## src/rtl/ntt_addr_seq.sv

```systemverilog
// Self-sequencing radix-2 NTT/INTT/MULT/ADDSUB address generator.
// One read pair per cycle, stage-boundary drain bubbles, PIPE_LAT-delayed write-back addresses.
//
// state  | meaning
// IDLE   | waiting for start (blocked during the done pulse)
// ISSUE  | issuing butterfly i = 0..N/2-1 of the current stage
// DRAIN  | PIPE_LAT empty cycles so the stage's writes land before the next stage reads
// DONE   | one cycle; raises done, drops busy
module ntt_addr_seq #(
  parameter int LOG_N      = 8,
  parameter int NUM_STAGES = 7,
  parameter int PIPE_LAT   = 6,
  parameter int SW         = 3
) (
  input  logic             clk,
  input  logic             rst,
  input  logic             start,
  input  logic [1:0]       mode,
  input  logic             hold,
  output logic             busy,
  output logic             done,
  output logic [SW-1:0]    stage,
  output logic             rd_valid,
  output logic [LOG_N-1:0] rd_addr_a,
  output logic [LOG_N-1:0] rd_addr_b,
  output logic [LOG_N-2:0] tw_addr,
  output logic             tw_neg,
  output logic             wr_valid,
  output logic [LOG_N-1:0] wr_addr_a,
  output logic [LOG_N-1:0] wr_addr_b
);

  localparam int DW = $clog2(PIPE_LAT + 1);
  localparam logic [LOG_N-1:0] ONE      = LOG_N'(1);
  localparam logic [LOG_N-1:0] QUARTER  = LOG_N'((1 << LOG_N) / 4);
  localparam logic [LOG_N-2:0] LAST_IDX = '1;

  typedef enum logic [1:0] {S_IDLE, S_ISSUE, S_DRAIN, S_DONE} state_t;

  state_t           state;
  logic [1:0]       mode_q;
  logic [LOG_N-2:0] idx;
  logic [SW-1:0]    stg;
  logic [DW-1:0]    drain_cnt;
  logic             rd_valid_r;
  logic             last_stage;

  logic [LOG_N-1:0] i_ext, g, j, a_c, b_c, tw_c;
  logic             neg_c;
  int               sh;

  assign last_stage = mode_q[1] ? 1'b1 : (stg == SW'(NUM_STAGES - 1));

  // Butterfly decomposition: sh = log2(len), g = group, j = offset inside group.
  always_comb begin
    i_ext = {1'b0, idx};
    sh    = 0;
    g     = '0;
    j     = '0;
    a_c   = '0;
    b_c   = '0;
    tw_c  = '0;
    neg_c = 1'b0;
    case (mode_q)
      2'd0, 2'd1: begin
        sh   = (mode_q == 2'd0) ? (LOG_N - 1 - int'(stg)) : (int'(stg) + 1);
        g    = i_ext >> sh;
        j    = i_ext & ((ONE << sh) - ONE);
        a_c  = (g << (sh + 1)) + j;
        b_c  = a_c + (ONE << sh);
        tw_c = (mode_q == 2'd0) ? ((ONE << stg) + g)
                                : ((ONE << (LOG_N - sh)) - ONE - g);
      end
      2'd2: begin
        a_c   = {idx, 1'b0};
        b_c   = {idx, 1'b1};
        tw_c  = QUARTER + (i_ext >> 1);
        neg_c = idx[0];
      end
      default: begin
        a_c = {idx, 1'b0};
        b_c = {idx, 1'b1};
      end
    endcase
  end

  always_ff @(posedge clk or posedge rst) begin
    if (rst) begin
      state      <= S_IDLE;
      mode_q     <= 2'd0;
      idx        <= '0;
      stg        <= '0;
      drain_cnt  <= '0;
      busy       <= 1'b0;
      done       <= 1'b0;
      stage      <= '0;
      rd_valid_r <= 1'b0;
      rd_addr_a  <= '0;
      rd_addr_b  <= '0;
      tw_addr    <= '0;
      tw_neg     <= 1'b0;
    end else if (!hold) begin
      rd_valid_r <= 1'b0;
      done       <= 1'b0;
      case (state)
        S_IDLE: begin
          // done is still high here for one cycle after DONE; a start then is ignored
          if (start && !done) begin
            state  <= S_ISSUE;
            mode_q <= mode;
            idx    <= '0;
            stg    <= '0;
          end
        end
        S_ISSUE: begin
          busy       <= 1'b1;
          rd_valid_r <= 1'b1;
          rd_addr_a  <= a_c;
          rd_addr_b  <= b_c;
          tw_addr    <= tw_c[LOG_N-2:0];
          tw_neg     <= neg_c;
          stage      <= stg;
          idx        <= idx + 1'b1;
          if (idx == LAST_IDX) begin
            state     <= S_DRAIN;
            drain_cnt <= DW'(PIPE_LAT - 1);
          end
        end
        S_DRAIN: begin
          busy <= 1'b1;
          if (drain_cnt == '0) begin
            if (last_stage) begin
              state <= S_DONE;
            end else begin
              stg   <= stg + 1'b1;
              state <= S_ISSUE;
            end
          end else begin
            drain_cnt <= drain_cnt - 1'b1;
          end
        end
        default: begin
          busy  <= 1'b0;
          done  <= 1'b1;
          state <= S_IDLE;
        end
      endcase
    end
  end

  logic             sr_v [PIPE_LAT];
  logic [LOG_N-1:0] sr_a [PIPE_LAT];
  logic [LOG_N-1:0] sr_b [PIPE_LAT];

  always_ff @(posedge clk or posedge rst) begin
    if (rst) begin
      for (int k = 0; k < PIPE_LAT; k++) begin
        sr_v[k] <= 1'b0;
        sr_a[k] <= '0;
        sr_b[k] <= '0;
      end
    end else if (!hold) begin
      sr_v[0] <= rd_valid_r;
      sr_a[0] <= rd_addr_a;
      sr_b[0] <= rd_addr_b;
      for (int k = 1; k < PIPE_LAT; k++) begin
        sr_v[k] <= sr_v[k-1];
        sr_a[k] <= sr_a[k-1];
        sr_b[k] <= sr_b[k-1];
      end
    end
  end

  assign rd_valid  = rd_valid_r & ~hold;
  assign wr_valid  = sr_v[PIPE_LAT-1] & ~hold;
  assign wr_addr_a = sr_a[PIPE_LAT-1];
  assign wr_addr_b = sr_b[PIPE_LAT-1];

endmodule

```

## config.mk

```make
export PLATFORM = sky130hd
export DESIGN_NAME = ntt_addr_seq
export DESIGN_NICKNAME = d
export VERILOG_FILES = /design/src/rtl/ntt_addr_seq.sv
export SDC_FILE = /design/constraint.sdc
export NUM_CORES = 1
export LEC_CHECK = 0
export ABC_AREA = 1
export CORE_MARGIN = 2
export CORE_UTILIZATION = 60
export DETAILED_ROUTE_END_ITERATION = 8
export GPL_TIMING_DRIVEN = 0
export PLACE_DENSITY = 0.83
export SLEW_MARGIN = 20
export SYNTH_ARGS = -nofsm -noshare
export SYNTH_HDL_FRONTEND = slang
export SYNTH_SLANG_ARGS = --single-unit
```

## constraint.sdc

```tcl
create_clock -name clk -period 15.86 [get_ports clk]
set_clock_uncertainty 0.15 [all_clocks]
set_input_delay 4.758 -clock clk [delete_from_list [all_inputs] [get_ports clk]]
set_output_delay 4.758 -clock clk [all_outputs]
set_load 0.1 [all_outputs]
```

==> out/qor.yml <==
yosysTopAreaCell: "dfrtp_1"
status: "completed"
cts_setup_buffers: 0
coreArea_um2: 13200
finalSetupTns_ps: 0
ys_seq_elements: 149
antenna_cells: 0
cp.arrival_ps: 7400
synth-edff-count: 0
min_period_ps: 12310
nets: 1164
path_clk_slew_ps: 60
crit_family: "buffers and inverters"
slew_viol_final: 0
final_common_cell: "nand2_1"
cp_cell_sequence: "clkdlybuf4s50_1 -> clkbuf_1 -> clkbuf_1 -> nor2_1 -> clkdlybuf4s50_1"
synth_area_per_cell_um2: 7.86
ant_nets: 0
die_area_um2: 14600
stdcell_count: 1299
synthToLayoutAreaGrowth_pct: 17.2
synthCells: 1038
antenna_found_initial: 0
globalRouteOverflowTotal: 0
die_h_um: 121
critPathBufInv: 4
synth_area_um2: 8160
drt-initial-drc-count: 550
place_hpwl_um: 14000
synth_top_area_frac: 0.457
max_freq_mhz: 81.2
vias: 7150
tightest_slew_ps: 1010
slowest_stage: "clkdlybuf4s50_1"
cap_violations: 0
critPathRequiredTime_ps: 10950
cts.repair.resized: 0
clkLatencyLatePin_ps: 420
endpoint_kind: "output pin"
cts_sinks: 149
wl_per_cell_um: 15.3
cts_buffer_depth: 2
mostFrequentLayoutCells: "nand2_1, dfrtp_1, inv_1"
synthArstFlopShare: 1.00
cp_max_fo: 10
synthFlopType: "dfrtp_1"
dp.cells: 1267
place_congestion: 0.947
reg2regPathDepth: 31
drive_above_1_share: 0.0793
avgViaCountPerCell: 5.50
cp.depth: 5
syn-num-nets: 1092
grt_pass1_vias: 6776
io_buffers: 52
start_util: 0.616
hold-path-cell-count: 2
cts-buffers-inserted: 17
min_path_type: "reg -> reg"
fp-row-count: 42
relSlewSlack: 0.327
track_usage: 0.290
yosys_warnings: 0
num_io_pins: 53
hold_viol: 0
synth-seq-area-share: 0.457
grt_max_degree: 114
drc_errors: 0
htreeDepth: 4
setup_viol: 0
slowest_delay_ps: 990
grt_pass1_wl_um: 33100
startpoint_type: "primary input"
wirelength_um: 19900
dr.pass1.iters: 7
synth_cell_types: 46
fin_crit_sh: 0.776
grt_setup_unrepaired: "false"
crit_type: "in -> out"
die_w_um: 121
cts_hold_buf: 0
cts-root-buf: "clkbuf_16"
synth.area.top_cells: "dfrtp_1, nand2_1, ha_1"
tritoncts: "done"
==> tightest hold or removal path: cells and delay by family (launching register included) <==
| kind | cells | cell delay, ps |
|---|---|---|
| flops | 1 | 340 |
| simple gates | 2 | 100 |
==> synthesized netlist by cell type (2+ instances only) <==
cell type / instances
nand2_1: 371
dfrtp_1: 149
inv_1: 113
o21ai_0: 68
nor2_1: 63
a21oi_1: 45
ha_1: 44
nand3_1: 34
clkbuf_1: 27
buf_4: 18
a22oi_1: 12
nand2_2: 9
nor3_1: 8
xor2_1: 7
a31oi_1: 5
nand3_2: 5
buf_1: 4
fa_1: 4
nand2_4: 4
xnor2_1: 4
buf_2: 3
inv_2: 3
nand4_1: 3
nor2_2: 3
nor2_4: 3
o221ai_1: 3
or2_2: 3
a211oi_1: 2
a221oi_1: 2
o21ai_1: 2
o31ai_1: 2
==> per-stage QoR <==
stage	utilization	worst slack (ps)	hold slack (ps)	area, um2
CTS	0.722	3600	313	9560
global placement	0.672	3660	297	8900
floorplan	-	4530	292	8160
detailed placement	0.675	3640	299	8940
global route	0.722	3420	337	9560
finish	0.722	3550	313	9560
==> final timing paths <==
path,start,to,slack [ps]
worst max register to register,stg[0],rd_addr_b[7],10330
worst min register to register,sr_a[31],sr_a[23],310
worst min-delay path,sr_a[31],sr_a[23],310
worst max-delay path,hold,wr_valid,3550
max in group asynchronous,rst,sr_b[19],10200
min in group asynchronous,rst,tw_addr[6],4560
==> state kept, by name, indices dropped and copies added, names as in the netlist, 3 cells and up <==
name       flops
tw_addr        7
drain_cnt      3
stage          3
idx            7
wr_addr_b      8
sr_v           6
sr_b          40
wr_addr_a      8
stg            3
rd_addr_a      8
sr_a          40
rd_addr_b      8
==> metal layers <==
layer | GRT usage | vias up | part of all wire
li1 | - | 3409 | -
met1 | 0.375 | 3394 | 0.42
met2 | 0.475 | 278 | 0.49
met3 | 0.0542 | 69 | 0.053
met4 | 0.133 | 0 | 0.040
met5 | 0 | - | 0
==> cell families after synthesis <==
| kind of cell | after synthesis | synth area share |
|---|---|---|
| DFF | 149 | 0.457 |
| muxes | 1 | 0.00138 |
| buffers and inverters | 169 | 0.0874 |
| xor gates and xnor gates | 11 | 0.0118 |
| AOI/OAI and AO/OA | 149 | 0.103 |
| and+or+nand+nor | 511 | 0.262 |
| adders and majority gates | 48 | 0.0773 |
==> final cells by class <==
class,instances,area (um2)
Buffer,53,278
Clock buffer,21,450
Fill cell,1019,3680
Multi-Input combinational cell,720,3720
Inverter,116,443
Sequential cell,149,3730
Timing Repair Buffer,53,548
Clock inverter,11,174
Tap cell,176,220
Power is not shown: default switching activity piles up to over one toggle a cycle in this logic, so the estimate is an artifact.
